## src/rtl/isrt_norm_sched.sv

```systemverilog
// Sequencer for the shared inv_sqrt: variance RAM -> inv_sqrt -> coef RAM, one op in flight, 3+L+1 cycles/element.
// start ignored while busy or draining after rst; inv_sqrt stalls capped at TIMEOUT; ISRT_MINCLAMP_EN clamps var<1.0 instead of skipping.
module isrt_norm_sched #(
  parameter int IBIT    = 32,
  parameter int OBIT    = 11,
  parameter int AW      = 5,
  parameter int TIMEOUT = 63
) (
  input  logic            clk,
  input  logic            rst,
  input  logic            start,
  input  logic [AW-1:0]   dims,
  output logic [AW-1:0]   var_addr,
  output logic            var_rd,
  input  logic [IBIT-1:0] var_data,
  output logic [IBIT-1:0] sq_o,
  output logic            isrt_go,
  input  logic            isrt_dv,
  input  logic [OBIT-1:0] isrt_val,
  output logic            coef_we,
  output logic [AW-1:0]   coef_addr,
  output logic [OBIT-1:0] coef_data,
  output logic            busy,
  output logic            done,
  output logic            err
);
  localparam int CW = $clog2(TIMEOUT + 1);
  localparam logic [IBIT-1:0] SQ_ONE = IBIT'(1024);

  typedef enum logic [2:0] {
    S_IDLE, S_RD, S_LAT, S_GO, S_WAIT, S_WR, S_DONE
  } state_t;

  state_t          state, state_n;
  logic [AW-1:0]   idx, idx_n;
  logic [AW-1:0]   dims_q, dims_n;
  logic [AW-1:0]   caddr_n;
  logic [OBIT-1:0] cdata_n;
  logic [IBIT-1:0] sq_n;
  logic [CW-1:0]   wcnt, wcnt_n;
  logic [CW-1:0]   drain, drain_n;
  logic            err_n;

  assign var_addr = idx;

  always_ff @(posedge clk) begin
    if (rst) begin
      state     <= S_IDLE;
      idx       <= '0;
      dims_q    <= '0;
      sq_o      <= '0;
      wcnt      <= '0;
      drain     <= CW'(TIMEOUT);
      err       <= 1'b0;
      coef_addr <= '0;
      coef_data <= '0;
    end else begin
      state     <= state_n;
      idx       <= idx_n;
      dims_q    <= dims_n;
      sq_o      <= sq_n;
      wcnt      <= wcnt_n;
      drain     <= drain_n;
      err       <= err_n;
      coef_addr <= caddr_n;
      coef_data <= cdata_n;
    end
  end

  always_comb begin
    state_n = state;
    idx_n   = idx;
    dims_n  = dims_q;
    sq_n    = sq_o;
    wcnt_n  = wcnt;
    err_n   = err;
    caddr_n = coef_addr;
    cdata_n = coef_data;
    // an op abandoned by rst may still be running inside inv_sqrt; let it finish first
    drain_n = (drain != '0) ? drain - CW'(1) : drain;
    var_rd  = 1'b0;
    isrt_go = 1'b0;
    coef_we = 1'b0;
    busy    = 1'b0;
    done    = 1'b0;

    case (state)
      S_IDLE: begin
        if (start && drain == '0) begin
          err_n = 1'b0;
          if (dims != '0) begin
            dims_n  = dims;
            idx_n   = '0;
            state_n = S_RD;
          end else begin
            state_n = S_DONE;
          end
        end
      end
      S_RD: begin
        busy    = 1'b1;
        var_rd  = 1'b1;
        state_n = S_LAT;
      end
      S_LAT: begin
        busy = 1'b1;
`ifdef ISRT_MINCLAMP_EN
        sq_n    = (var_data < SQ_ONE) ? SQ_ONE : var_data;
        state_n = S_GO;
`else
        // below 1.0 is outside inv_sqrt's range: write 1.0 and flag it
        if (var_data < SQ_ONE) begin
          caddr_n = idx;
          cdata_n = OBIT'(1024);
          err_n   = 1'b1;
          state_n = S_WR;
        end else begin
          sq_n    = var_data;
          state_n = S_GO;
        end
`endif
      end
      S_GO: begin
        busy    = 1'b1;
        isrt_go = 1'b1;
        wcnt_n  = '0;
        state_n = S_WAIT;
      end
      S_WAIT: begin
        busy = 1'b1;
        if (isrt_dv) begin
          caddr_n = idx;
          cdata_n = isrt_val;
          state_n = S_WR;
        end else if (wcnt == CW'(TIMEOUT - 1)) begin
          caddr_n = idx;
          cdata_n = '0;
          err_n   = 1'b1;
          state_n = S_WR;
        end else begin
          wcnt_n = wcnt + CW'(1);
        end
      end
      S_WR: begin
        busy    = 1'b1;
        coef_we = 1'b1;
        if (idx == dims_q - AW'(1)) begin
          state_n = S_DONE;
        end else begin
          idx_n   = idx + AW'(1);
          state_n = S_RD;
        end
      end
      S_DONE: begin
        done    = 1'b1;
        state_n = S_IDLE;
      end
      default: state_n = S_IDLE;
    endcase
  end
endmodule
```

## config.mk

```make
export PLATFORM = sky130hd
export DESIGN_NAME = isrt_norm_sched
export DESIGN_NICKNAME = d
export VERILOG_FILES = /design/src/rtl/isrt_norm_sched.sv
export SDC_FILE = /design/constraint.sdc
export NUM_CORES = 1
export LEC_CHECK = 0
export BUFFER_PORTS_ARGS = -buffer_cell sky130_fd_sc_hd__clkbuf_2
export CAP_MARGIN = 10
export CELL_PAD_IN_SITES_DETAIL_PLACEMENT = 0
export CELL_PAD_IN_SITES_GLOBAL_PLACEMENT = 1
export CORE_MARGIN = 2
export CORE_UTILIZATION = 31
export CTS_CLUSTER_SIZE = 16
export DETAILED_ROUTE_END_ITERATION = 6
export PLACE_DENSITY = 0.7
export SETUP_SLACK_MARGIN = 0.2
export SYNTH_ARGS = -nofsm -noshare
export SYNTH_HDL_FRONTEND = slang
export SYNTH_SLANG_ARGS = --single-unit
```

## constraint.sdc

```tcl
create_clock -name clk -period 2.9 [get_ports clk]
set_input_delay 0.29 -clock clk [delete_from_list [all_inputs] [get_ports clk]]
set_output_delay 0.29 -clock clk [all_outputs]
set_load 0.005 [all_outputs]
```

==> results.txt, run 1 <==
Max cap viols: 0
Area Growth Syn to Fin: 24.4%
Setup TNS: 0 ns
FF+latch count, synth: 74
DR pass1 iterations: 4
Reg2reg start: drain[0]
First-pass GRT wire length: 12900 um
Final Max Slew Viols: 0
IO Pins: 111
LEAKAGE: 0.00194 uW
Crit. path cell count: 7
Port Buffer Count: 110
RSZ-0062 raised after global routing: no
Post-synthesis cell area: 0.00331 mm^2
Worst IR Drop VDD: 0.204 mV
Worst path required time: 3.17 ns
Chip height: 107 um
Max Root-Sink Buffers: 2
Initial core utilization: 31.9%
Antenna fix cells: 0
Antenna violations before repair: 0
Rows: 37
WL met2: 3580 um
Pwr per Cell Area: 441 mW/mm^2
Num CTS Buffers: 9
Clock insertion delay at the later pin of the skew report: 0.35 ns
Layout cells sized above 1: 31.8%
Number of global-route vias before repair: 2715
Wl on met1: 3950 um
Flop2flop setup slack: 0.83 ns
Final #Nets: 506
Cell family with most CP delay: simple AND/OR/NAND/NOR gates
Vias/cell: 4.80
Classification of the worst setup path: reg -> reg
DR vias: 2829
Slowest stage delay, CP: 0.43 ns
Core ar.: 0.0104 mm^2
Die Wd: 107 um
Setup Buffers After CTS: 0
Final period util: 71.4%
Commonest cells after routing, fill and taps aside: 110 x clkbuf_2, 74 x dfxtp_1, 49 x nor2_1, 38 x mux2i_1, 24 x nand2_1
Gr ovfl total: 0
ANT nets after route: 0
R2R cell count: 7
DP Worst Slack: 0.544 ns
Die area: 0.0115 mm^2
Hold Crit Depth: 2
Final hold vios: 0
Largest net degree at the start of global routing: 33
Final Critical Period: 2.07 ns
Pin slew with the least headroom to its limit: 0.665 ns
Cell variety after synth: 59
End of the critical path: var_addr[1]
Status: completed
Dpl cells: 574
Seq/Total Area, Yosys: 44.7%
Most common cell after layout, fill and taps aside: clkbuf_2
Detailed Route Iter0 Violations: 190
Setup Skew: 0.00801 ns
Avg Inst Size Synth: 9.63 um^2
Post-cts sizing count: 0
Post-Synthesis Cells: 344
Setup Viol. Count Final: 0
Htree depth: 3
Final worst slack: 0.831 ns
DRC violations left: 0
Total GRT Usage: 14.1%
Crit path from: drain[0]
Asr flop ratio synth: 0%
EDFF count, synth: 0
Synth warn: 0
Highest routed layer: met4
Syn_nets: 401
CTS tree: done
Post-DP HPWL: 6000 um
Crit. End Element: flip-flop
Worst path arrival time: 2.34 ns
Met3 Wirelength: 491 um
HP Class: in -> reg
Top_reg_cell synth: dfxtp_1
Drt wl/cell: 13.8 um
Slowest-stage cell, CP: and4b_1
RR Endpoint: var_addr[1]
Cell Count, Final, Fillers Out: 589
Max_slew headroom: 55.4%
Clock transition at the registers of the reported paths: 0.08 ns
Routed wire length: 8120 um
Final RePlAce weighted congestion: 0.781
Fmax: 483 MHz
Hold-fix buffers, CTS: 0
WP buf/inv: 1
Worst-path cell chain: inv_1 -> ha_1 -> or3b_1 -> and4b_1 -> nand2_2 -> a21o_1 -> a21oi_1
CP max FO: 13
Type of origin of the critical path: flip-flop
Clk sinks: 74
Root Driver: clkbuf_8
-- cells by family (layout without fill, tap and decap cells) --
| group | Yosys count | in the layout | share of synthesized area [%] |
|---|---|---|---|
| multiplexers | 39 | 39 | 11.8 |
| AND/OR/NAND/NOR | 121 | 121 | 18.3 |
| flip-flops | 74 | 74 | 44.7 |
| buffers and inverters | 30 | 139 | 5.06 |
| AO/OA/AOI/OAI | 63 | 63 | 15.0 |
| adder cells (fa/ha/maj) | 5 | 5 | 1.89 |
| XOR/XNOR | 12 | 12 | 3.17 |
-- final cells by class --
class | instances | area, um^2
Fill cell | 1043 | 6250
Tap cell | 136 | 170
Clock inverter | 5 | 31.3
Timing Repair Buffer | 113 | 586
Multi-Input combinational cell | 240 | 1670
Inverter | 11 | 41.3
Clock buffer | 10 | 138
Sequential cell | 74 | 1480
-- cell usage after synthesis, types with 4 or more instances --
cell type | instances | area share [%]
o211ai_1 | 4 | 0.91
nor2_1 | 49 | 5.6
a22o_1 | 11 | 2.9
a21oi_1 | 17 | 2.6
o21ai_1 | 6 | 0.91
dfxtp_1 | 74 | 45
buf_2 | 5 | 0.76
nand3_1 | 6 | 0.91
inv_1 | 9 | 1.0
mux2i_1 | 38 | 11
xnor2_1 | 5 | 1.3
xor2_1 | 7 | 1.9
ha_1 | 5 | 1.9
nand2_1 | 24 | 2.7
buf_6 | 6 | 2.0
nor3_1 | 6 | 0.91
nor4_1 | 6 | 1.1
clkbuf_1 | 7 | 0.79
-- state kept, by name, indices dropped and copies added, names as in the netlist --
name and count:
coef_addr 5, coef_data 11, dims_q 5, drain 6, err 1, sq_o 32, state 3, var_addr 5
wcnt 6
-- per-stage QoR --
step           area (um^2)  utilization [%]  hold WS (ns)  total power, uW
6_report              4120             39.7         0.157             1820
5_1_grt               4120             39.7         0.151             1900
4_1_cts               4120             39.7         0.143             1850
3_5_place_dp          3950             38.1         0.457             1130
3_3_place_gp          3950             38.1         0.461             1130
2_1_floorplan         3310                -         0.416             1080
-- routing by layer --
metal | vias up | global-route usage [%]
met1 | 1305 | 18.0
met4 | 0 | 5.49
li1 | 1434 | -
met3 | 8 | 3.21
met5 | - | 0
met2 | 82 | 23.2
-- how the worst min path moves through the flow --
stage                      from      endpoint  slack, ns
finish              isrt_val[9]  coef_data[9]       0.16
global route        isrt_val[9]  coef_data[9]       0.15
CTS                 isrt_val[9]  coef_data[9]       0.14
detailed placement          err           err       0.46
global placement            err           err       0.46
floorplan           isrt_val[0]  coef_data[0]       0.42
-- worst reg2reg max path: stages (launching register included) --
cell     delay [ns]
dfxtp_1        0.33
inv_1          0.06
ha_1           0.19
or3b_1         0.42
and4b_1        0.43
nand2_2        0.23
a21o_1         0.23
a21oi_1        0.11
-- report_power, final --
group / internal, uW / switching, uW
Sequential: 1020 / 2.65
Combinational: 36.9 / 44.5
Clock: 326 / 390
Power figures use the tool's default switching activity.
==> run 2, diff against run 1 <==
--- a/config.mk
+++ b/config.mk
@@ -13,7 +13,7 @@
 export CORE_UTILIZATION = 31
 export CTS_CLUSTER_SIZE = 16
 export DETAILED_ROUTE_END_ITERATION = 6
-export PLACE_DENSITY = 0.7
+export PLACE_DENSITY = 0.73
 export SETUP_SLACK_MARGIN = 0.2
 export SYNTH_ARGS = -nofsm -noshare
 export SYNTH_HDL_FRONTEND = slang
==> constraint.sdc (replaced) <==
create_clock -name clk -period 1.9 [get_ports clk]
set_input_delay 0.19 -clock clk [delete_from_list [all_inputs] [get_ports clk]]
set_output_delay 0.19 -clock clk [all_outputs]
set_load 0.005 [all_outputs]
==> run 2 against run 1 <==
Effect of this change: count of clock-buffer cells in the layout down 1; critical path depth up 1; global-route usage up 1.2 points; fmax up 13%; die area unchanged; combinational power up 82%; sequential cell count unchanged; non-clock buffer count up 31; critical endpoint is now var_addr[2]; largest cell class unchanged; largest power group unchanged.
==> results.txt, run 2 (synthesis results as in run 1) <==
Vias/cell: 4.80 (-0.16%)
RSZ-0062 raised after global routing: yes
Port Buffer Count: 110 (unchanged)
Grt met1 use: 18.5% (+0.50 points)
Worst IR Drop VDD: 0.432 mV (+110%)
Clock insertion delay at the later pin of the skew report: 0.35 ns (about the same)
First-pass GRT wire length: 14100 um (+9.5%)
Clock transition at the registers of the reported paths: 0.08 ns (about the same)
RR Endpoint: var_addr[2]
Status: completed
Setup Viol. Count Final: 0 (unchanged)
Dpl cells: 596 (+3.8%)
Final Critical Period: 1.83 ns (-0.241 ns)
Max_slew headroom: 63.1% (+7.6 points)
Cell Count, Final, Fillers Out: 620 (+5.3%)
Logic pwr share: 5.2% (+0.7 points)
Area occupied by multi-input gates: 0.00189 mm^2 (+13%)
HP Class: in -> reg
Num CTS Buffers: 9 (unchanged)
Setup Skew: 0.00957 ns (+0.00156 ns)
Area of all placed cells without fillers: 0.00464 mm^2 (+13%)
Gr ovfl total: 0 (unchanged)
Sequential share of power: 54.5% (-1.6 points)
CP max FO: 7 (-6)
Antenna fix cells: 0 (unchanged)
Final period util: 96.2% (+25 points)
Post-DP HPWL: 6200 um (+3.4%)
IO Pins: 111 (unchanged)
Clk sinks: 74 (unchanged)
Root Driver: clkbuf_8
Final worst slack: 0.0713 ns (-0.759 ns)
Fmax: 547 MHz (+13%)
Pin slew with the least headroom to its limit: 0.553 ns (-0.113 ns)
Core ar.: 0.0104 mm^2 (unchanged)
Final hold vios: 0 (unchanged)
Top reg by flops: sq_o
LEAKAGE: 0.00215 uW (+11%)
Sequential cell area: 0.00149 mm^2 (+0.84%)
R2R cell count: 8 (+1)
Antenna violations before repair: 0 (unchanged)
Routed wire length: 8570 um (+5.5%)
ANT nets after route: 0 (unchanged)
Reg2reg start: dims_q[1]
Htree depth: 3 (unchanged)
Most common cell after layout, fill and taps aside: clkbuf_2
Worst path arrival time: 2.06 ns (-0.28 ns)
Detailed Route Iter0 Violations: 113 (-41%)
Cell Area, Placed: 0.00418 mm^2 (+5.8%)
Max Root-Sink Buffers: 2 (unchanged)
Final #Nets: 538 (+6.3%)
DP Worst Slack: -0.0414 ns (-0.586 ns)
WP buf/inv: 2 (+1)
GR peak layer: met2
Pwr per Cell Area: 617 mW/mm^2 (+40%)
Worst path required time: 2.13 ns (-1.04 ns)
Cell-internal power: 2210 uW (+60%)
DRC violations left: 0 (unchanged)
Type of origin of the critical path: flip-flop
Worst-path cell chain: inv_2 -> ha_4 -> nor2b_1 -> or3_1 -> a311oi_2 -> buf_6 -> a2bb2oi_2 -> a31oi_1
Initial core utilization: 31.9% (unchanged)
Area Growth Syn to Fin: 40.1%
Crit. path cell count: 8 (+1)
Layout cells sized above 1: 46.3% (+14 points)
CTS tree: done
Commonest cells after routing, fill and taps aside: 110 x clkbuf_2, 66 x dfxtp_1, 48 x nor2_1, 37 x mux2i_1, 24 x buf_4
Max cap viols: 0 (unchanged)
Classification of the worst setup path: reg -> reg
Crit path from: dims_q[1]
Largest regs: sq_o x32, coef_data x11
Total GRT Usage: 15.3% (+1.2 points)
Chip height: 107 um (unchanged)
Slowest stage delay, CP: 0.34 ns (-0.09 ns)
DR vias: 2973 (+5.1%)
Hold-fix buffers, CTS: 0 (unchanged)
Slowest-stage cell, CP: dfxtp_2
Cell family with most CP delay: compound AO/OA/AOI/OAI gates
Clock Power Share: 40.4% (+1.0 points)
Largest net degree at the start of global routing: 28 (-15%)
Drt wl/cell: 13.8 um (+0.26%)
Fillers: 1068 (+2.4%)
Final RePlAce weighted congestion: 0.795 (+1.8%)
Crit. End Element: flip-flop
M2 GR Usage: 25.3% (+2.0 points)
End of the critical path: var_addr[2]
Net Sw Frac: 22.7% (-1.4 points)
Met3 Usage GRT: 5.63% (+2.4 points)
DR pass1 iterations: 4 (unchanged)
Max reg flops: 32 (unchanged)
Die Wd: 107 um (unchanged)
Number of global-route vias before repair: 2941 (+8.3%)
Rows: 37 (unchanged)
Flop2flop setup slack: 0.07 ns (-0.76 ns)
Die area: 0.0115 mm^2 (unchanged)
NetSw: 649 uW (+48%)
Final Max Slew Viols: 0 (unchanged)
==> run 2: worst min path at each step <==
stage | start | to | slack (ns) | cells after the start
floorplan | isrt_val[0] | coef_data[0] | 0.32 | 1
global placement | isrt_val[8] | coef_data[8] | 0.40 | 2
detailed placement | isrt_val[6] | coef_data[6] | 0.41 | 2
CTS | isrt_val[8] | coef_data[8] | 0.02 | 2
global route | isrt_val[8] | coef_data[8] | 0.03 | 2
finish | isrt_val[8] | coef_data[8] | 0.05 | 2
==> run 2: power by group through the flow <==
stage / registers [uW] / logic (uW) / clock network, uW
6_report: 1560 / 148 / 1150
5_1_grt: 1560 / 163 / 1260
4_1_cts: 1560 / 137 / 1210
3_5_place_dp: 1600 / 134 / 0
3_3_place_gp: 1600 / 132 / 0
2_1_floorplan: 1600 / 53.4 / 0
==> run 2: routing by layer <==
| layer | share of wire [%] | wire, um |
|---|---|---|
| met5 | 0 | 0 |
| met4 | 1.3 | 115 |
| met3 | 7.8 | 667 |
| met2 | 47 | 4060 |
| met1 | 43 | 3720 |
==> run 2: what timing repair did <==
item,CTS,global route
gates resized for setup,14,44
pin swaps,12,28
hold endpoints to repair,0,0
setup buffers,2,6
gates cloned,2,0
endpoints found under the setup margin,31,39
==> run 2: final cells by class <==
class | instances | area share, %
tap | 136 | 3.67
timing repair buffer | 144 | 18.6
clock inverter | 5 | 1.24
sequential | 74 | 32.2
inverter | 11 | 0.890
clock buffer | 9 | 2.67
multi-input combinational | 241 | 40.7
==> run 2: through the flow <==
step                total power [uW]  util [%]  setup TNS, ns  hold slack [ns]
floorplan                       1650         -              0            0.316
global route                    2990      44.7        -0.0264           0.0303
CTS                             2900      42.8              0           0.0241
finish                          2860      44.7              0           0.0519
detailed placement              1730      40.3        -0.0414            0.407
global placement                1730      40.3              0            0.403
